## config.mk

```make
export PLATFORM = sky130hd
export DESIGN_NAME = obstacle_engine_flat
export DESIGN_NICKNAME = d
export VERILOG_FILES = /design/src/rtl/obstacle_if.sv /design/src/rtl/obstacle_engine.sv /design/src/flat_wrapper.sv
export SDC_FILE = /design/constraint.sdc
export NUM_CORES = 1
export LEC_CHECK = 0
export CAP_MARGIN = 25
export CORE_MARGIN = 2
export CORE_UTILIZATION = 53
export CTS_CLUSTER_DIAMETER = 40
export DETAILED_ROUTE_END_ITERATION = 7
export PLACE_DENSITY = 0.8
export SLEW_MARGIN = 10
export SYNTH_ARGS = -nofsm -noshare
export SYNTH_HDL_FRONTEND = slang
export SYNTH_SLANG_ARGS = --single-unit
```

## constraint.sdc

```tcl
create_clock -name clk_i -period 2.5 [get_ports clk_i]
set_input_delay 0.5 -clock clk_i [delete_from_list [all_inputs] [get_ports clk_i]]
set_output_delay 0.5 -clock clk_i [all_outputs]
set_load 0.01 [all_outputs]
```

## src/rtl/obstacle_if.sv

```systemverilog
// Control/status bundle between the game FSM (master) and the obstacle engine (slave).
interface obstacle_if;
    logic        reset_game;
    logic        ld_game;
    logic        calc_jump;
    logic        create_obs;
    logic        ld_pause;
    logic [15:0] height;
    logic        gen;
    logic        kill;
    logic [1:0]  obsValid;
    logic [9:0]  obsX0;
    logic [9:0]  obsX1;
    logic [15:0] score;

    modport master (
        output reset_game, ld_game, calc_jump, create_obs, ld_pause, height,
        input  gen, kill, obsValid, obsX0, obsX1, score
    );

    modport slave (
        input  reset_game, ld_game, calc_jump, create_obs, ld_pause, height,
        output gen, kill, obsValid, obsX0, obsX1, score
    );
endinterface

```

## src/rtl/obstacle_engine.sv

```systemverilog
// Two-slot scrolling obstacle generator with spawn handshake, collision flag and score.
// Every output comes straight from a register.
module obstacle_engine #(
    parameter int unsigned CLOCK_FREQUENCY = 25000000,
    parameter int unsigned SCROLL_HZ       = 60,
    parameter int unsigned SPEED           = 2,
    parameter int unsigned SPAWN_X         = 639,
    parameter int unsigned MIN_GAP         = 40,
    parameter int unsigned DINO_X0         = 40,
    parameter int unsigned DINO_X1         = 60,
    parameter int unsigned OBS_W           = 10,
    parameter int unsigned OBS_TOP         = 90
) (
    input  logic       clk_i,
    input  logic       reset_i,
    obstacle_if.slave  bus
);
    localparam int unsigned TICK_DIV = CLOCK_FREQUENCY / SCROLL_HZ;
    localparam int unsigned CNT_W    = (TICK_DIV > 1) ? $clog2(TICK_DIV) : 1;
    localparam int unsigned GAP_W    = (MIN_GAP > 0) ? $clog2(MIN_GAP + 1) : 1;

    localparam logic [CNT_W-1:0] CNT_LAST   = CNT_W'(TICK_DIV - 1);
    localparam logic [GAP_W-1:0] GAP_MAX    = GAP_W'(MIN_GAP);
    localparam logic [9:0]       SPEED_V    = 10'(SPEED);
    localparam logic [9:0]       SPAWN_V    = 10'(SPAWN_X);
    localparam logic [9:0]       DINO_X1_V  = 10'(DINO_X1);
    localparam logic [10:0]      DINO_X0_V  = 11'(DINO_X0);
    localparam logic [10:0]      OBS_W_M1   = 11'(OBS_W - 1);
    localparam logic [15:0]      OBS_TOP_V  = 16'(OBS_TOP);
    localparam logic [15:0]      LFSR_SEED  = 16'hACE1;
    localparam logic [15:0]      LFSR_TAPS  = 16'hB400;

    typedef enum logic [0:0] {
        ST_IDLE = 1'b0,
        ST_REQ  = 1'b1
    } spawn_state_e;

    spawn_state_e     state_q, state_d;
    logic [CNT_W-1:0] cnt_q, cnt_d;
    logic [GAP_W-1:0] gap_q, gap_d;
    logic [15:0]      lfsr_q, lfsr_d;
    logic [15:0]      score_q, score_d;
    logic [1:0]       valid_q, valid_d;
    logic [1:0][9:0]  x_q, x_d;
    logic             kill_q, kill_d;

    logic        running;
    logic        tick;
    logic        accept;
    logic        any_free;
    logic        hit;
    logic [10:0] right_edge;

    // Pause has no effect beyond not being one of the running strobes.
    logic unused_pause;
    assign unused_pause = bus.ld_pause;

    // Next-state logic for the spawn FSM and the slot/score datapath.
    always_comb begin
        state_d    = state_q;
        cnt_d      = cnt_q;
        gap_d      = gap_q;
        score_d    = score_q;
        valid_d    = valid_q;
        x_d        = x_q;
        kill_d     = kill_q;
        hit        = 1'b0;
        right_edge = 11'd0;

        lfsr_d  = {1'b0, lfsr_q[15:1]} ^ (lfsr_q[0] ? LFSR_TAPS : 16'h0000);
        running = bus.ld_game | bus.calc_jump | bus.create_obs;
        tick    = running && (cnt_q == CNT_LAST);
        accept  = bus.create_obs && (state_q == ST_REQ);
        any_free = ~(&valid_q);

        for (int i = 0; i < 2; i++) begin
            right_edge = {1'b0, x_q[i]} + OBS_W_M1;
            if (valid_q[i] && (x_q[i] <= DINO_X1_V) && (right_edge >= DINO_X0_V)
                && (bus.height > OBS_TOP_V)) begin
                hit = 1'b1;
            end
        end

        if (running) begin
            cnt_d = tick ? '0 : cnt_q + CNT_W'(1);
        end

        if (tick) begin
            if (score_q != 16'hFFFF) score_d = score_q + 16'd1;
            if (gap_q != GAP_MAX)    gap_d   = gap_q + GAP_W'(1);
            for (int i = 0; i < 2; i++) begin
                if (valid_q[i]) begin
                    if (x_q[i] >= SPEED_V) begin
                        x_d[i] = x_q[i] - SPEED_V;
                    end else begin
                        x_d[i]     = 10'd0;
                        valid_d[i] = 1'b0;
                    end
                end
            end
        end

        // A fresh spawn overrides the scroll for its own slot only.
        if (accept) begin
            gap_d = '0;
            if (!valid_q[0]) begin
                valid_d[0] = 1'b1;
                x_d[0]     = SPAWN_V;
            end else begin
                valid_d[1] = 1'b1;
                x_d[1]     = SPAWN_V;
            end
        end

        if (running && hit) kill_d = 1'b1;

        case (state_q)
            ST_IDLE: if (tick && (gap_q == GAP_MAX) && (lfsr_q[3:0] == 4'h0) && any_free)
                         state_d = ST_REQ;
            ST_REQ:  if (bus.create_obs) state_d = ST_IDLE;
            default: state_d = ST_IDLE;
        endcase

        // Game restart wins over everything except the free-running LFSR.
        if (bus.reset_game) begin
            state_d = ST_IDLE;
            cnt_d   = '0;
            gap_d   = '0;
            score_d = 16'd0;
            valid_d = 2'b00;
            x_d     = '0;
            kill_d  = 1'b0;
        end
    end

    always_ff @(posedge clk_i) begin
        if (reset_i) begin
            state_q <= ST_IDLE;
            cnt_q   <= '0;
            gap_q   <= '0;
            lfsr_q  <= LFSR_SEED;
            score_q <= 16'd0;
            valid_q <= 2'b00;
            x_q     <= '0;
            kill_q  <= 1'b0;
        end else begin
            state_q <= state_d;
            cnt_q   <= cnt_d;
            gap_q   <= gap_d;
            lfsr_q  <= lfsr_d;
            score_q <= score_d;
            valid_q <= valid_d;
            x_q     <= x_d;
            kill_q  <= kill_d;
        end
    end

    assign bus.gen      = (state_q == ST_REQ);
    assign bus.kill     = kill_q;
    assign bus.obsValid = valid_q;
    assign bus.obsX0    = x_q[0];
    assign bus.obsX1    = x_q[1];
    assign bus.score    = score_q;
endmodule

```

## src/flat_wrapper.sv

```systemverilog
// flat-port wrapper written by rule: the top's interface ports become plain ports
module obstacle_engine_flat 
#(
    parameter int unsigned CLOCK_FREQUENCY = 25000000,
    parameter int unsigned SCROLL_HZ       = 60,
    parameter int unsigned SPEED           = 2,
    parameter int unsigned SPAWN_X         = 639,
    parameter int unsigned MIN_GAP         = 40,
    parameter int unsigned DINO_X0         = 40,
    parameter int unsigned DINO_X1         = 60,
    parameter int unsigned OBS_W           = 10,
    parameter int unsigned OBS_TOP         = 90
)
  (clk_i, reset_i, bus_reset_game, bus_ld_game, bus_calc_jump, bus_create_obs, bus_ld_pause, bus_height, bus_gen, bus_kill, bus_obsValid, bus_obsX0, bus_obsX1, bus_score);
  obstacle_if bus_i ();
  input  logic clk_i;
  input  logic reset_i;
  input wire logic [$bits(bus_i.reset_game)-1:0] bus_reset_game;
  input wire logic [$bits(bus_i.ld_game)-1:0] bus_ld_game;
  input wire logic [$bits(bus_i.calc_jump)-1:0] bus_calc_jump;
  input wire logic [$bits(bus_i.create_obs)-1:0] bus_create_obs;
  input wire logic [$bits(bus_i.ld_pause)-1:0] bus_ld_pause;
  input wire logic [$bits(bus_i.height)-1:0] bus_height;
  output wire logic [$bits(bus_i.gen)-1:0] bus_gen;
  output wire logic [$bits(bus_i.kill)-1:0] bus_kill;
  output wire logic [$bits(bus_i.obsValid)-1:0] bus_obsValid;
  output wire logic [$bits(bus_i.obsX0)-1:0] bus_obsX0;
  output wire logic [$bits(bus_i.obsX1)-1:0] bus_obsX1;
  output wire logic [$bits(bus_i.score)-1:0] bus_score;
  assign bus_i.reset_game = bus_reset_game;
  assign bus_i.ld_game = bus_ld_game;
  assign bus_i.calc_jump = bus_calc_jump;
  assign bus_i.create_obs = bus_create_obs;
  assign bus_i.ld_pause = bus_ld_pause;
  assign bus_i.height = bus_height;
  assign bus_gen = bus_i.gen;
  assign bus_kill = bus_i.kill;
  assign bus_obsValid = bus_i.obsValid;
  assign bus_obsX0 = bus_i.obsX0;
  assign bus_obsX1 = bus_i.obsX1;
  assign bus_score = bus_i.score;
  obstacle_engine #(.CLOCK_FREQUENCY(CLOCK_FREQUENCY), .SCROLL_HZ(SCROLL_HZ), .SPEED(SPEED), .SPAWN_X(SPAWN_X), .MIN_GAP(MIN_GAP), .DINO_X0(DINO_X0), .DINO_X1(DINO_X1), .OBS_W(OBS_W), .OBS_TOP(OBS_TOP)) u_core (.clk_i(clk_i), .reset_i(reset_i), .bus(bus_i));
endmodule
```

==> Flow_metrics.wiki <==
{| class="wikitable"
! Metric !! Value
|-
| Proportion of netlist area held by the largest area contributor || 42.77%
|-
| Pre-CTS setup slack || -0.06793 ns
|-
| Number of instances resized during post-cts repair || 0
|-
| Max-Cap Viols || 0
|-
| Main combinational cell family by area after synthesis || simple AND/OR/NAND/NOR gates
|-
| Part of the power in combinational logic || approximately 3.9%
|-
| Final setup violating endpoints || 0
|-
| Weighted congestion reported at the end of routability-driven placement || 0.8616
|-
| All-Layer GR Usage || about a quarter
|-
| Cell count after synthesis || ~440
|-
| Total power per unit cell area || just over 500 mW/mm^2
|-
| Post-synthesis sequential area ratio || between 40 and 50%
|-
| DRC violation count after routing || 0
|-
| Buffer depth of the longest clock path || 2
|-
| Number of flops mapped to enable cells by yosys || 0
|-
| HPWL reported at the end of detailed placement || 6265 um
|-
| First-pass GRT wire length || between 10,000 and 15,000 um
|-
| Worst path setup slack after routing || between 0.15 and 0.2 ns
|-
| Initial antenna violation count || 0
|-
| FILL cells || 544
|-
| Die height || roughly 90 um
|-
| Hold violation total from the final report || 0
|-
| Slew Viols, Final || 0
|-
| Width of the chip || 88.58 um
|-
| CP Data Arrival Time || approximately 2.6 ns
|-
| Maximum number of pins on one net before global-route repair || 39
|-
| Fraction of registers with async set/reset || 0%
|-
| Library cell used as clock root buffer || sky130_fd_sc_hd__clkbuf_8
|-
| Xor/xnor cell area share of the yosys netlist || around 6.5%
|-
| Mean routed wirelength per cell || 14.52 um
|-
| Vias after detailed routing || about 3,500
|-
| Clock sink total || 81
|-
| Number of warnings reported in the yosys synthesis log || 0
|-
| Portion of total power attributed to sequential cells || between 50% and 60%
|-
| Hold Crit Class || register to register
|-
| Initial Utilization || a little under three fifths
|-
| Final cell count without fillers || 616
|-
| Syn Std Cell Area || between 0.003 and 0.004 sq mm
|-
| Cell variety after synth || 50
|-
| Simple-gate share of the synthesized area || 29.83%
|-
| Worst rel slew slack || about half
|-
| Design internal power || roughly 1.9 mW
|-
| Buffers on Ports || 61
|-
| Ratio of cells with drive above 1 in the final layout || under 10%
|-
| Final critical delay including setup and external delays || around 2.3 ns
|-
| Switching power summed over all nets || 0.5694 mW
|-
| Num ports || 63
|-
| Number of search-and-repair iterations in the first detailed-routing pass || 5
|-
| Maximum clock frequency || around 0.43 GHz
|-
| Clock tree from TritonCTS || yes
|-
| Standby leakage power || between 1.5 and 2 nW
|-
| Share of the core filled with cells || between 70% and 80%
|-
| Category of the worst setup path capture point || register
|-
| Wire length reported by the detailed router || between 8000 and 9000 um
|-
| Vias per std cell || 5.753
|-
| Cell taking the most area after synthesis || sky130_fd_sc_hd__dfxtp_1
|-
| Worst setup skew after layout || ~0.0075 ns
|-
| Adder-cell share of the synthesized area || about 3.6%
|-
| Reg-to-reg setup timing slack || 0.18 ns
|-
| Core Region || slightly below 0.007 sq mm
|-
| FF/Latch Area || roughly 0.0016 sq mm
|-
| Post-synthesis register bit count || between 80 and 90
|-
| Unrepaired setup endpoints after global routing || false
|-
| Fraction of the mapped netlist area in compound gates || approximately 14%
|-
| Switching power as a share of total power || between 20% and 30%
|-
| Post-placement cell count || 600
|-
| Required time of the critical path || approximately 2.8 ns
|-
| Post-DRT Antenna Nets || 0
|-
| Mux cell area share after synthesis || 0.5281%
|-
| Max Fanout on Critical Path || 4
|-
| Via count of the first global-routing pass || between 3,000 and 4,000
|-
| Diode count || 0
|-
| Nets in the synthesized netlist || approximately 470
|-
| # Post-CTS Setup Buffers || 0
|-
| Source-to-sink clock delay at the later pin of the worst-skew pair || around 0.36 ns
|-
| Avg Synthesized Cell Area || approximately 8.6 sq um
|-
| Cell row count || 30
|-
| Post-CTS clock slew at the launch and capture registers of the worst setup and hold paths || 0.09 ns
|-
| Hold bufs inserted after CTS || 0
|-
| Critical path type || register to register
|-
| Dominant synthesized flop cell || sky130_fd_sc_hd__dfxtp_1
|-
| Pin slew with the least headroom to its limit || 0.7419 ns
|-
| Gr ovfl total || 0
|-
| Number of buffers created by CTS || 9
|-
| VDD IR max || between 300 and 400 uV
|-
| Number of nets in the final layout || around 550
|-
| Synth-to-layout area growth || 27.26%
|-
| Biggest area contributors in the synthesized netlist || sky130_fd_sc_hd__dfxtp_1 (43%), sky130_fd_sc_hd__nor2_1 (4.9%), sky130_fd_sc_hd__xnor2_1 (4.6%)
|-
| Proportion of power drawn by the clock network || a little over two fifths
|-
| Number of DRC markers in iteration 0 || about 240
|-
| Multi-input logic area || just over 0.002 sq mm
|-
| Die ar. || around 0.0078 sq mm
|-
| Period Utilization, post-route || 92.86%
|-
| Total number of H-tree levels || 3
|-
| Result of the run || complete, no violations
|-
| CP startpoint kind || register
|}
layout make-up:
cell class              count  area share (%)
well taps                  96           2.490
clock buffers               9           2.567
multi-input cells         330           42.61
inverters                  13           1.011
repair buffers             80           15.61
clock inverters             7           2.101
flip-flops and latches     81           33.61
cells by family (layout without fill, tap and decap cells):
kind of cell               count (synthesis)  in the layout
and+or+nand+nor                          205            205
AOI/OAI and AO/OA                         84             84
DFF                                       81             81
xor gates and xnor gates                  28             28
buffers and inverters                     28            109
adders and majority gates                 11             11
muxes                                      2              2
synth_stat cells (7+ instances only):
master and count:
sky130_fd_sc_hd__a21oi_1 24, sky130_fd_sc_hd__a31oi_1 13, sky130_fd_sc_hd__clkbuf_1 13, sky130_fd_sc_hd__dfxtp_1 81
sky130_fd_sc_hd__ha_1 11, sky130_fd_sc_hd__inv_1 13, sky130_fd_sc_hd__nand2_1 28, sky130_fd_sc_hd__nand2b_1 7
sky130_fd_sc_hd__nand3_1 19, sky130_fd_sc_hd__nand4_1 11, sky130_fd_sc_hd__nor2_1 49, sky130_fd_sc_hd__nor2b_1 10
sky130_fd_sc_hd__nor3_1 11, sky130_fd_sc_hd__nor4_1 8, sky130_fd_sc_hd__o21ai_0 25, sky130_fd_sc_hd__or2_2 7
sky130_fd_sc_hd__or3_1 22, sky130_fd_sc_hd__or4_1 9, sky130_fd_sc_hd__xnor2_1 20, sky130_fd_sc_hd__xor2_1 8
cell usage in the layout, fill, tap and decap left out, types with 3 or more instances in the layout:
cell type and count:
sky130_fd_sc_hd__and4_1 6, sky130_fd_sc_hd__or2_2 7, sky130_fd_sc_hd__a21oi_1 24, sky130_fd_sc_hd__inv_6 3, sky130_fd_sc_hd__dfxtp_1 81, sky130_fd_sc_hd__buf_4 19
sky130_fd_sc_hd__nand4b_1 3, sky130_fd_sc_hd__xor2_1 8, sky130_fd_sc_hd__or3_1 22, sky130_fd_sc_hd__nand2_1 28, sky130_fd_sc_hd__or4_1 9, sky130_fd_sc_hd__nand3_1 19
sky130_fd_sc_hd__a211oi_1 3, sky130_fd_sc_hd__nor2_1 49, sky130_fd_sc_hd__clkdlybuf4s50_1 61, sky130_fd_sc_hd__nor2b_1 10, sky130_fd_sc_hd__o21ai_0 25, sky130_fd_sc_hd__ha_1 11
sky130_fd_sc_hd__xnor2_1 20, sky130_fd_sc_hd__nand4_1 11, sky130_fd_sc_hd__a31oi_1 13, sky130_fd_sc_hd__clkbuf_8 9, sky130_fd_sc_hd__o2111ai_1 3, sky130_fd_sc_hd__nand2b_1 7
sky130_fd_sc_hd__inv_1 13, sky130_fd_sc_hd__nor3_1 11, sky130_fd_sc_hd__nor4_1 8
registers in the layout, indices dropped and copies added (netlist names):
signal,flops
u_core.bus.gen,1
u_core.bus.obsX1,10
u_core.cnt_q,19
u_core.bus.obsX0,10
u_core.bus.kill,1
u_core.bus.obsValid,2
u_core.lfsr_q,16
u_core.bus.score,16
u_core.gap_q,6
power by group through the flow:
stage | Sequential [mW] | Combinational [mW] | Clock, mW
floorplan | 1.34 | 0.0437 | 0
detailed placement | 1.35 | 0.0979 | 0
global placement | 1.35 | 0.0959 | 0
finish | 1.32 | 0.0988 | 1.09
CTS | 1.32 | 0.0989 | 1.10
global route | 1.32 | 0.106 | 1.17
critical path: stages, from the launching register on:
cell                      delay (ns)
sky130_fd_sc_hd__dfxtp_1        0.31
sky130_fd_sc_hd__inv_1          0.08
sky130_fd_sc_hd__ha_1           0.19
sky130_fd_sc_hd__or3b_2         0.50
sky130_fd_sc_hd__or4b_1         0.53
sky130_fd_sc_hd__or4_1          0.47
sky130_fd_sc_hd__a31oi_1        0.16
layer usage:
metal / wire length [um] / vias to the layer above / GRT usage, %
met2: 4218 / 105 / 38.55
met4: 134 / 0 / 7.851
met3: 500 / 8 / 4.198
li1: - / 1752 / -
met5: 0 / - / 0
met1: 4093 / 1679 / 31.24
path summary, 6_finish.rpt:
kind,start,endpoint,cells after the start
max,u_core.bus.obsX0[2],u_core.bus.obsX0[9],6
min,u_core.lfsr_q[8],u_core.lfsr_q[7],1
max reg2reg,u_core.bus.obsX0[2],u_core.bus.obsX0[9],6
min reg2reg,u_core.lfsr_q[8],u_core.lfsr_q[7],1
metrics by stage:
step | setup TNS [ns] | total power [mW] | area [sq um] | hold slack, ns
after floorplan | 0 | 1.388 | 3791 | 0.3895
after global placement | -0.001227 | 1.442 | 4599 | 0.3990
after detailed placement | -0.1562 | 1.445 | 4599 | 0.3955
after CTS | 0 | 2.519 | 4825 | 0.4173
after global routing | 0 | 2.591 | 4825 | 0.4211
final | 0 | 2.506 | 4825 | 0.4163
(Power assumes the default switching activity.)
